===== src/rtl/drop_controller.sv =====
// drop_controller: Connect-4 game-side writer. Moves the column cursor and
// animates a falling token row by row. It then issues a single one-cycle write
// into the win checker and samples winflag to decide win, draw or next turn.
module drop_controller #(
    parameter int FALL_DIV  = 2500000,
    parameter int ADDR_BASE = 11,
    parameter int ADDR_STEP = 4
) (
    input  logic       clk,
    input  logic       rst,
    input  logic       btn_left,
    input  logic       btn_right,
    input  logic       btn_drop,
    input  logic       new_game,
    input  logic       winflag,
    output logic [2:0] colval,
    output logic [4:0] waddr,
    output logic       Player,
    output logic [2:0] cursor_col,
    output logic [2:0] anim_row,
    output logic       anim_active,
    output logic       game_over,
    output logic       winner,
    output logic       board_full
);

    localparam int CNT_W = (FALL_DIV > 1) ? $clog2(FALL_DIV) : 1;
    localparam logic [CNT_W-1:0] CNT_LAST = CNT_W'(FALL_DIV - 1);

    typedef enum logic [2:0] {
        S_SELECT    = 3'd0,
        S_FALLING   = 3'd1,
        S_WRITE     = 3'd2,
        S_CHECK     = 3'd3,
        S_GAME_OVER = 3'd4
    } state_t;

    state_t           r_state;
    logic [2:0]       r_heights [0:6];
    logic [5:0]       r_moves;
    logic [CNT_W-1:0] r_cnt;
    logic [2:0]       r_target;
    logic [2:0]       r_colval;
    logic [4:0]       r_waddr;
    logic             r_player;
    logic [2:0]       r_cursor;
    logic [2:0]       r_anim_row;
    logic             r_anim_active;
    logic             r_game_over;
    logic             r_winner;
    logic             r_board_full;

    logic [2:0]       w_cur_height;
    logic             w_col_full;
    logic [2:0]       w_target;
    logic [4:0]       w_waddr;
    logic [2:0]       w_cursor_nxt;

    assign w_cur_height = r_heights[r_cursor];
    assign w_col_full   = (w_cur_height == 3'd6);
    // Row 0 is the top, so the landing row counts down from 5 as the column fills.
    assign w_target     = 3'd5 - w_cur_height;
    assign w_waddr      = 5'(ADDR_BASE + ADDR_STEP * int'(r_target));

    // Saturating cursor step; simultaneous left+right cancels out.
    always_comb begin
        w_cursor_nxt = r_cursor;
        if (btn_left && !btn_right) begin
            if (r_cursor != 3'd0) begin
                w_cursor_nxt = r_cursor - 3'd1;
            end else begin
                w_cursor_nxt = r_cursor;
            end
        end else if (btn_right && !btn_left) begin
            if (r_cursor != 3'd6) begin
                w_cursor_nxt = r_cursor + 3'd1;
            end else begin
                w_cursor_nxt = r_cursor;
            end
        end else begin
            w_cursor_nxt = r_cursor;
        end
    end

    // Game state machine; every output is a register updated here.
    always_ff @(posedge clk or posedge rst) begin
        if (rst) begin
            r_state       <= S_SELECT;
            for (int i = 0; i < 7; i++) begin
                r_heights[i] <= 3'd0;
            end
            r_moves       <= 6'd0;
            r_cnt         <= '0;
            r_target      <= 3'd0;
            r_colval      <= 3'd7;
            r_waddr       <= 5'd0;
            r_player      <= 1'b1;
            r_cursor      <= 3'd3;
            r_anim_row    <= 3'd0;
            r_anim_active <= 1'b0;
            r_game_over   <= 1'b0;
            r_winner      <= 1'b0;
            r_board_full  <= 1'b0;
        end else begin
            case (r_state)
                S_SELECT: begin
                    // Drop wins over cursor movement and freezes the cursor.
                    if (btn_drop) begin
                        if (!w_col_full) begin
                            r_target      <= w_target;
                            r_anim_row    <= 3'd0;
                            r_cnt         <= '0;
                            r_anim_active <= 1'b1;
                            r_state       <= S_FALLING;
                        end
                    end else begin
                        r_cursor <= w_cursor_nxt;
                    end
                end
                S_FALLING: begin
                    if (r_cnt == CNT_LAST) begin
                        r_cnt <= '0;
                        if (r_anim_row == r_target) begin
                            // Present the write for exactly the WRITE cycle.
                            r_colval <= r_cursor;
                            r_waddr  <= w_waddr;
                            r_state  <= S_WRITE;
                        end else begin
                            r_anim_row <= r_anim_row + 3'd1;
                        end
                    end else begin
                        r_cnt <= r_cnt + CNT_W'(1);
                    end
                end
                S_WRITE: begin
                    r_colval            <= 3'd7;
                    r_heights[r_cursor] <= r_heights[r_cursor] + 3'd1;
                    r_moves             <= r_moves + 6'd1;
                    r_anim_active       <= 1'b0;
                    r_state             <= S_CHECK;
                end
                S_CHECK: begin
                    // The checker board took the write on the previous edge.
                    if (winflag) begin
                        r_game_over <= 1'b1;
                        r_winner    <= r_player;
                        r_state     <= S_GAME_OVER;
                    end else if (r_moves == 6'd42) begin
                        r_game_over  <= 1'b1;
                        r_board_full <= 1'b1;
                        r_state      <= S_GAME_OVER;
                    end else begin
                        r_player <= ~r_player;
                        r_state  <= S_SELECT;
                    end
                end
                S_GAME_OVER: begin
                    if (new_game) begin
                        for (int i = 0; i < 7; i++) begin
                            r_heights[i] <= 3'd0;
                        end
                        r_moves      <= 6'd0;
                        r_player     <= 1'b1;
                        r_cursor     <= 3'd3;
                        r_anim_row   <= 3'd0;
                        r_game_over  <= 1'b0;
                        r_winner     <= 1'b0;
                        r_board_full <= 1'b0;
                        r_state      <= S_SELECT;
                    end
                end
                default: begin
                    r_colval      <= 3'd7;
                    r_anim_active <= 1'b0;
                    r_state       <= S_SELECT;
                end
            endcase
        end
    end

    assign colval      = r_colval;
    assign waddr       = r_waddr;
    assign Player      = r_player;
    assign cursor_col  = r_cursor;
    assign anim_row    = r_anim_row;
    assign anim_active = r_anim_active;
    assign game_over   = r_game_over;
    assign winner      = r_winner;
    assign board_full  = r_board_full;

endmodule


===== config.mk =====
export PLATFORM = sky130hd
export DESIGN_NAME = drop_controller
export DESIGN_NICKNAME = d
export VERILOG_FILES = /design/src/rtl/drop_controller.sv
export SDC_FILE = /design/constraint.sdc
export NUM_CORES = 1
export LEC_CHECK = 0
export BUFFER_PORTS_ARGS = -buffer_cell sky130_fd_sc_hd__buf_2
export CAP_MARGIN = 0
export CORE_ASPECT_RATIO = 2
export CORE_MARGIN = 1.5
export CORE_UTILIZATION = 25
export CTS_BUF_LIST = sky130_fd_sc_hd__clkbuf_8
export CTS_CLUSTER_DIAMETER = 150
export DETAILED_ROUTE_END_ITERATION = 8
export PLACE_DENSITY = 0.37
export SYNTH_ARGS = -nofsm -noshare
export SYNTH_HDL_FRONTEND = slang
export SYNTH_SLANG_ARGS = --single-unit

===== constraint.sdc =====
create_clock -name clk -period 3.8 [get_ports clk]
set_input_delay 0.38 -clock clk [delete_from_list [all_inputs] [get_ports clk]]
set_output_delay 0.38 -clock clk [all_outputs]
set_load 0.01 [all_outputs]

======== Word-level counts from Yosys, hierarchy flattened ========
Index checks and enable logic that the tools add are counted.
word-level totals
  register bits ........................... 74
  input port bits ......................... 7
cells by class
  multiplexer cells ....................... 52
  bitwise logic cells ..................... 5
  reductions and logical operators ........ 27
  order comparisons ....................... 2
  add/subtract/negate cells ............... 8
  equality and inequality tests ........... 24
operators with widths
  cell                                                              number
  22-bit two-way mux                                                3
  3-bit two-way mux                                                 22
  22-bit one-hot mux with 2 select lines                            1
  21-bit one-hot mux with 2 select lines                            1
  22-bit by 1-bit adder with 22-bit output (second input constant)  1
  22-bit == test (second input constant)                            1
  2-bit inequality test (second input constant)                     11
  21-bit bitwise mux                                                1
  21-bit two-way mux                                                1
  3-bit AND reduction                                               7
  3-bit inequality test (second input constant)                     5
  3-bit one-hot mux with 5 select lines                             1
  3-bit one-hot mux with 2 select lines                             2
  6-bit one-hot mux with 2 select lines                             1
  6-bit AND reduction                                               2
  1-bit two-way mux                                                 10
  1-bit one-hot mux with 2 select lines                             5
  3-bit by 1-bit adder with 3-bit output (second input constant)    3
  3-bit binary-select mux with 3-bit select                         1
  3-bit demux with 3-bit select                                     1
  3-bit one-hot mux with 3 select lines                             1
  4-bit AND reduction                                               2
  2-bit nonzero test                                                4
  6-bit by 1-bit adder with 6-bit output (second input constant)    1
  20 further kinds                                                  30

======== Longest topological paths before layout ========
Gate-level depths: netlist (run 1).
  depth after elaboration ................. 8
  mapped depth ............................ 11
  mapped depth without buffers ............ 8

======== Worst setup path before layout (run 1) ========
OpenSTA, ideal clock, no wires.
  path type ............................... flip-flop to flip-flop
  start ................................... register r_cursor[1], in the netlist cursor_col[1]
  end ..................................... register r_anim_row[0], in the netlist anim_row[0]
  setup time .............................. 0.125 ns
  setup slack ............................. 1.107 ns
  data arrival time ....................... 2.568 ns
  cell stages (with the launch flop) ...... 11
  data required time ...................... 3.675 ns
  cells stage by stage .................... dfstp_2 clkbuf_1 clkbuf_1 nor2_1 a221oi_1 o22ai_1 ha_1 nand3_1 o21ai_2 nor3_2 mux2_4
between the ends
  word-level cells in the longest chain between the ends .. 7
RTL lines
  item                                                  RTL line  text
  start: declaration                                    46        logic [2:0] r_cursor;
  start signal: assignment                              117       r_cursor <= w_cursor_nxt;
  3-bit NOT with 4-bit output (implied by the code)     59        assign w_cur_height = r_heights[r_cursor];
  3-bit binary-select mux with 3-bit select             59
  3-bit two-way mux (implied by the code) (2 in a row)  59
  via w_cur_height[1]                                   53        logic [2:0] w_cur_height;
  3-bit == test                                         60        assign w_col_full = (w_cur_height == 3'd6);
  2-bit inequality test (no line)                       --
  6-bit AND reduction (no line)                         --
  end signal: assignment                                129       r_anim_row <= r_anim_row + 3'd1;
  end: declaration                                      47        logic [2:0] r_anim_row;
The timed path passes the listed nets, and every way through them passes these cells. The select of a mux whose other input is x is not followed.
A chain may end at the register's enable or synchronous reset.

======== Final worst setup path (run 1) ========
  start ................................... register r_cursor[0], in the netlist cursor_col[0]
  end ..................................... register r_cnt[5]
between the ends
  word-level cells in the longest chain between the ends .. 7
RTL lines
  item                                                  RTL line  text
  3-bit NOT with 4-bit output (implied by the code)     59
  3-bit binary-select mux with 3-bit select             59
  3-bit two-way mux (implied by the code) (2 in a row)  59
  via w_cur_height[1]                                   53
  3-bit == test                                         60
  2-bit inequality test (no line)                       --
  3-bit AND reduction (no line)                         --
  end signal: assignment                                132       r_cnt <= r_cnt + CNT_W'(1);
  end: declaration                                      41        logic [CNT_W-1:0] r_cnt;
The timed path passes the listed nets, and every way through them passes these cells. The select of a mux whose other input is x is not followed.

==> results.sh, run 1 <==
export IMPL_grt_antenna_before_repair=0
export IMPL_worst_path_buf_inv=0
export IMPL_rows=65
export IMPL_worst_slew_margin_rel=0.298
export IMPL_asyncSetResetFlopFracSynth=1.00
export IMPL_vias_in_the_first_global_route=3452
export IMPL_highest_clock_frequency_the_design_can_meet_mhz=328
export IMPL_drt_total_wl_mm=12.0
export IMPL_synth_seq_area_share=0.453
export IMPL_arrival_ps=3320
export IMPL_synth_ff_latch_count=73
export IMPL_synth_most_common_cell="sky130_fd_sc_hd__dfrtp_1"
export IMPL_core_util_final=0.288
export IMPL_finalHoldViolCount=0
export IMPL_synth_top_area_frac=0.414
export IMPL_cts_post_setup_buffers_inserted=0
export IMPL_rrSetupSlack_ps=750
export IMPL_area_sequential_mm2=0.00183
export IMPL_rsz0062_at_grt="no"
export IMPL_vdd_ir_drop_max_mv=0.202
export IMPL_remaining_drc_errors=0
export IMPL_most_area_consuming_cells_after_synthesis="sky130_fd_sc_hd__dfrtp_1, sky130_fd_sc_hd__dfstp_2, sky130_fd_sc_hd__nand2_1"
export IMPL_grt_usage=0.150
export IMPL_clock_sinks=73
export IMPL_multiInputGateArea_mm2=0.00201
export IMPL_end_kind="flip-flop"
export IMPL_avgRoutedWirePerCell_um=18.3
export IMPL_max_cap_violations=0
export IMPL_postSynth_topFlopCell="sky130_fd_sc_hd__dfrtp_1"
export IMPL_worstMarginPinSlew_ps=1050
export IMPL_synth_avg_cell_area_um2=9.57
export IMPL_grt_max_degree=47
export IMPL_drt_first_iter_violations=108
export IMPL_min_path_type="in2async"
export IMPL_kind_of_launch_point_of_the_worst_setup_path="flip-flop"
export IMPL_place_gp_congestion=0.770
export IMPL_count_of_instances_resized_after_the_clock_tree_is_built=0
export IMPL_nNetsFinal=461
export IMPL_worstPathRequired_ps=4070
export IMPL_floorplan_io_pins=26
export IMPL_synth_edf_count=0
export IMPL_insertion_delay_ps=380
export IMPL_worst_path_dominant_cell_family="compound AO/OA/AOI/OAI gates"
export IMPL_vias_per_cell=5.03
export IMPL_worst_setup_hold_path_clk_slew_ps=80
export IMPL_htree_num_levels=3
export IMPL_grt_pass1_wl_mm=19.1
export IMPL_skew_ps=21.8
export IMPL_critPathMaxFanout=22
export IMPL_netlist_area_mm2=0.00405
export IMPL_placement_io_buffers=25
export IMPL_n_antenna_cell=0
export IMPL_post_route_clock_period_utilization=0.803
export IMPL_cts_root_buffer_cell="sky130_fd_sc_hd__clkbuf_8"
export IMPL_dieArea_mm2=0.0170
export IMPL_die_h_um=183
export IMPL_final_layout_size_suffix_gt1_frac=0.160
export IMPL_leakagePower_nw=1.97
export IMPL_grt_overflow_total=0
export IMPL_cts_buffers_inserted=9
export IMPL_timing_max_transition_violations_final=0
export IMPL_total_negative_slack_ps=0
export IMPL_r2r_cells=8
export IMPL_top_post_synthesis_cells_by_count="sky130_fd_sc_hd__dfrtp_1, sky130_fd_sc_hd__nand2_1, sky130_fd_sc_hd__inv_1"
export IMPL_run_status="finished clean"
export IMPL_crit_chain="mux2_2 > a221oi_1 > o22ai_1 > ha_1 > nand2_1 > o221ai_4 > o21bai_1 > a22o_1"
export IMPL_clock_tree_buffer_depth=2
export IMPL_synthesis_nets=438
export IMPL_synth_cells=423
export IMPL_clock_period_minus_final_worst_setup_slack_ps=3050
export IMPL_dr_total_vias=3280
export IMPL_tritoncts="built"
export IMPL_cts_hold_buffers=0
export IMPL_areaGrowthSynthToFinish_pct=12.1
export IMPL_power_per_cell_area_mw_per_mm2=525
export IMPL_initial_utilization=0.257
export IMPL_core_area_mm2=0.0158
export IMPL_drt_pass1_iterations=4
export IMPL_post_dp_hpwl_mm=9.03
export IMPL_critical_path_max_stage_delay_ps=810
export IMPL_startpoint_to_endpoint_class_of_the_critical_path="reg2reg"
export IMPL_crit_reg2reg_capture="r_cnt[5]$_DFFE_PP0P_"
export IMPL_worstReg2RegStart="cursor_col[0]$_DFFE_PP1P_"
export IMPL_synth_cell_type_count=68
export IMPL_setup_viol=0
export IMPL_timing_critical_path_slowest_stage_cell="sky130_fd_sc_hd__dfstp_2"
export IMPL_post_synth_top_area_cell="sky130_fd_sc_hd__dfrtp_1"
export IMPL_yosysWarningCount=0
export IMPL_filler_cell_count=1728
export IMPL_route_antenna_remaining_nets=0
export IMPL_die_width_um=93
per-stage QoR:
| stage | power [W] | cells | hold WS [ps] | worst slack [ps] | area, µm² |
|---|---|---|---|---|---|
| 5_1_grt | 0.00255 | 652 | 346 | 568 | 4540 |
| 3_3_place_gp | 0.00182 | 636 | 466 | 748 | 4360 |
| 6_report | 0.00239 | 652 | 237 | 748 | 4540 |
| 2_1_floorplan | 0.00161 | 423 | 461 | 1110 | 4050 |
| 3_5_place_dp | 0.00183 | 636 | 476 | 735 | 4360 |
| 4_1_cts | 0.00243 | 652 | 291 | 728 | 4540 |
registers in the layout, indices dropped and copies added (netlist names), 3 cells and up:
register,cells
cursor_col,3
colval,3
anim_row,3
r_state,3
r_moves,6
r_cnt,22
r_heights,21
r_target,3
waddr,4
how the worst max path moves through the flow:
stage	startpoint	to	slack (ps)	cells after the start
3_3_place_gp	cursor_col[0]$_DFFE_PP1P_	r_cnt[5]$_DFFE_PP0P_	750	8
2_1_floorplan	cursor_col[1]$_DFFE_PP1P_	anim_row[0]$_DFFE_PP0P_	1110	10
5_1_grt	cursor_col[0]$_DFFE_PP1P_	r_cnt[5]$_DFFE_PP0P_	570	8
6_report	cursor_col[0]$_DFFE_PP1P_	r_cnt[5]$_DFFE_PP0P_	750	8
3_5_place_dp	cursor_col[0]$_DFFE_PP1P_	r_cnt[5]$_DFFE_PP0P_	740	8
4_1_cts	cursor_col[0]$_DFFE_PP1P_	r_cnt[5]$_DFFE_PP0P_	730	8
placed cells by master, fill, tap and decap left out, drive strengths merged, types with 9 or more instances in the layout:
cell / n
nor2: 21
nand3: 19
inv: 33
a21oi: 24
nor3: 12
clkbuf: 11
buf: 29
a22o: 15
o22ai: 12
o21ai: 27
or3: 9
nand2: 37
mux2i: 9
dfrtp: 67
final cells by class:
type                            instances  area share
Timing Repair Buffer                   29      0.0342
Inverter                               31      0.0256
Clock buffer                           11      0.0333
Tap cell                              201      0.0554
Sequential cell                        73       0.404
Multi-Input combinational cell        302       0.442
Clock inverter                          5     0.00579
per-layer routing:
metal	global-route usage	vias up	part of all wire
met5	0	-	0
met4	0.0673	0	0.024
met3	0.0265	15	0.028
met2	0.288	56	0.58
met1	0.152	1637	0.37
li1	-	1572	-
logic make-up after synthesis:
group	count (synthesis)	synth area share
buffers and inverters	48	0.0516
xor gates and xnor gates	13	0.0281
DFF	73	0.453
AOI/OAI and AO/OA	109	0.183
muxes	17	0.0482
adders and majority gates	8	0.0266
and+or+nand+nor	155	0.210
where the power goes:
group	switching, W	leakage [nW]	internal, W
sequential	0.000225	0.918	0.000928
combinational	0.000341	0.959	0.000308
clock	0.000318	0.0954	0.000266
total	0.000884	1.97	0.00150
(Power assumes the default switching activity.)
==> run 2, diff against run 1 <==
==> constraint.sdc (replaced) <==
create_clock -name clk -period 3.2 [get_ports clk]
set_input_delay 0.32 -clock clk [delete_from_list [all_inputs] [get_ports clk]]
set_output_delay 0.32 -clock clk [all_outputs]
set_load 0.01 [all_outputs]
==> run 2 against run 1 <==
Compared with the run above:
- largest power group unchanged
- via count decreased by 1.0%
- critical path type unchanged
- utilization increased by 0.71 points
- register-to-register slack got worse by 320 ps
- sequential cell count stayed put
- setup slack got worse by 320 ps
- sequential share of layout area is 0.97 points lower
- count of clock-buffer cells in the layout increased by 1
- non-clock buffer count up 5
- wire length about the same
- total power rose by 28%
==> results.sh, run 2 (synthesized netlist as in run 1, its figures left out) <==
export IMPL_run_status="finished clean"
export IMPL_arrival_ps=3100
export IMPL_detailed_place_area_mm2=0.00441
export IMPL_floorplan_io_pins=26
export IMPL_placement_io_buffers=25
export IMPL_cts_root_buffer_cell="sky130_fd_sc_hd__clkbuf_8"
export IMPL_n_antenna_cell=0
export IMPL_core_area_mm2=0.0158
export IMPL_timing_critical_path_slowest_stage_cell="sky130_fd_sc_hd__dfstp_2"
export IMPL_met2_global_route_usage=0.293
export IMPL_post_dp_hpwl_mm=8.85
export IMPL_tritoncts="built"
export IMPL_remaining_drc_errors=0
export IMPL_worstMarginPinSlew_ps=659
export IMPL_worst_path_most_repeated_cell="sky130_fd_sc_hd__buf_4"
export IMPL_power_per_cell_area_mw_per_mm2=656
export IMPL_insertion_delay_ps=380
export IMPL_grt_met3_usage=0.0290
export IMPL_final_hold_worst_slack_ps=25.6
export IMPL_end_kind="flip-flop"
export IMPL_place_gp_congestion=0.774
export IMPL_worst_setup_hold_path_clk_slew_ps=90
export IMPL_biggestRegsByFlops="r_cnt: 22 flops, r_heights: 21 flops, r_moves: 6 flops"
export IMPL_min_path_type="in2async"
export IMPL_vias_in_the_first_global_route=3463
export IMPL_final_layout_size_suffix_gt1_frac=0.175
export IMPL_worstPathRequired_ps=3530
export IMPL_clock_sinks=73
export IMPL_timing_max_transition_violations_final=0
export IMPL_crit_reg2reg_capture="r_cnt[5]$_DFFE_PP0P_"
export IMPL_grt_pass1_wl_mm=19.3
export IMPL_worst_slew_margin_rel=0.554
export IMPL_rsz0062_at_grt="no"
export IMPL_post_route_clock_period_utilization=0.866
export IMPL_max_cap_violations=0
export IMPL_top_register_by_number_of_flip_flops="r_cnt"
export IMPL_filler_cell_count=1700
export IMPL_die_width_um=93
export IMPL_dieArea_mm2=0.0170
export IMPL_cts_post_setup_buffers_inserted=0
export IMPL_initial_utilization=0.257
export IMPL_worstReg2RegStart="cursor_col[0]$_DFFE_PP1P_"
export IMPL_largest_register_ffs=22
export IMPL_mostFrequentLayoutCell="sky130_fd_sc_hd__dfrtp_1"
export IMPL_critical_path_max_stage_delay_ps=610
export IMPL_setup_viol=0
export IMPL_finish_instance_area_mm2=0.00465
export IMPL_leakagePower_nw=2.03
export IMPL_avgRoutedWirePerCell_um=18.2
export IMPL_die_h_um=183
export IMPL_critPathLaunch="cursor_col[0]$_DFFE_PP1P_"
export IMPL_crit_chain="buf_4 > mux2_2 > a21oi_1 > o221a_2 > ha_1 > nand2_1 > o221ai_4 > buf_4 > o21bai_1 > a22o_1"
export IMPL_r2r_cells=10
export IMPL_cts_buffers_inserted=9
export IMPL_layout_cells_most_common_list="sky130_fd_sc_hd__dfrtp_1, sky130_fd_sc_hd__nand2_1, sky130_fd_sc_hd__inv_1"
export IMPL_vias_per_cell=4.94
export IMPL_cts_hold_buffers=0
export IMPL_skew_ps=20.6
export IMPL_dr_total_vias=3247
export IMPL_finalHoldViolCount=0
export IMPL_global_route_usage_met1=0.151
export IMPL_highest_clock_frequency_the_design_can_meet_mhz=361
export IMPL_grt_antenna_before_repair=0
export IMPL_count_of_instances_resized_after_the_clock_tree_is_built=0
export IMPL_startpoint_to_endpoint_class_of_the_critical_path="reg2reg"
export IMPL_drt_first_iter_violations=103
export IMPL_grt_overflow_total=0
export IMPL_rrSetupSlack_ps=430
export IMPL_grt_max_degree=74
export IMPL_route_antenna_remaining_nets=0
export IMPL_areaGrowthSynthToFinish_pct=14.9
export IMPL_kind_of_launch_point_of_the_worst_setup_path="flip-flop"
export IMPL_drt_total_wl_mm=12.0
export IMPL_htree_num_levels=3
export IMPL_clock_tree_buffer_depth=2
export IMPL_rows=65
export IMPL_grt_most_used_layer="met2"
export IMPL_clock_period_minus_final_worst_setup_slack_ps=2770
export IMPL_drt_pass1_iterations=4
export IMPL_critPathMaxFanout=22
export IMPL_total_negative_slack_ps=0
export IMPL_vdd_ir_drop_max_mv=0.225
export IMPL_nNetsFinal=466
export IMPL_grt_usage=0.152
## run 2: cell types whose count changed in the layout (fill, tap and decap cells not counted), moves of 2 or more
| cell | before | now |
|---|---|---|
| sky130_fd_sc_hd__clkinvlp_4 | 2 | 0 |
| sky130_fd_sc_hd__inv_1 | 32 | 29 |
| sky130_fd_sc_hd__bufinv_16 | 0 | 2 |
| sky130_fd_sc_hd__buf_4 | 4 | 8 |
## run 2: through the flow
stage,power (W),util,setup slack (ps),instances
after global routing,0.00324,0.295,270,657
after floorplan,0.00191,-,507,423
after global placement,0.00217,0.280,444,641
final,0.00305,0.295,428,657
after CTS,0.00310,0.295,435,657
after detailed placement,0.00218,0.280,437,641
## run 2: worst max-delay path by stage
stage / slack, ps / endpoint / cells after the start
CTS: 430 / r_cnt[5]$_DFFE_PP0P_ / 9
global route: 270 / r_cnt[5]$_DFFE_PP0P_ / 10
detailed placement: 440 / r_cnt[5]$_DFFE_PP0P_ / 9
finish: 430 / r_cnt[5]$_DFFE_PP0P_ / 10
global placement: 440 / r_cnt[5]$_DFFE_PP0P_ / 9
floorplan: 510 / anim_row[0]$_DFFE_PP0P_ / 10
## run 2: critical path: cells and delay by family (launching register included)
kind / cells / cell delay, ps
AOI/OAI and AO/OA: 5 / 850
DFF: 1 / 610
buffers and inverters: 2 / 540
muxes: 1 / 360
adders and majority gates: 1 / 240
and+or+nand+nor: 1 / 110
## run 2: cell type report
| class | instances | area [µm²] | area share |
|---|---|---|---|
| clock buffers | 12 | 165 | 0.0355 |
| clock inverters | 4 | 73.8 | 0.0159 |
| repair buffers | 34 | 205 | 0.0441 |
| well taps | 201 | 251 | 0.0540 |
| multi-input cells | 302 | 2010 | 0.431 |
| inverters | 31 | 116 | 0.0250 |
| flip-flops and latches | 73 | 1830 | 0.394 |
## run 2: metal layers
metal | up-vias | part of all wire
met1 | 1608 | 0.37
met5 | - | 0
li1 | 1579 | -
met3 | 18 | 0.027
met2 | 42 | 0.58
met4 | 0 | 0.030
## run 2: report_power, final
group | switching (W) | internal (W)
combinational | 0.000439 | 0.000378
sequential | 0.000233 | 0.00110
clock | 0.000398 | 0.000504
total | 0.00107 | 0.00198
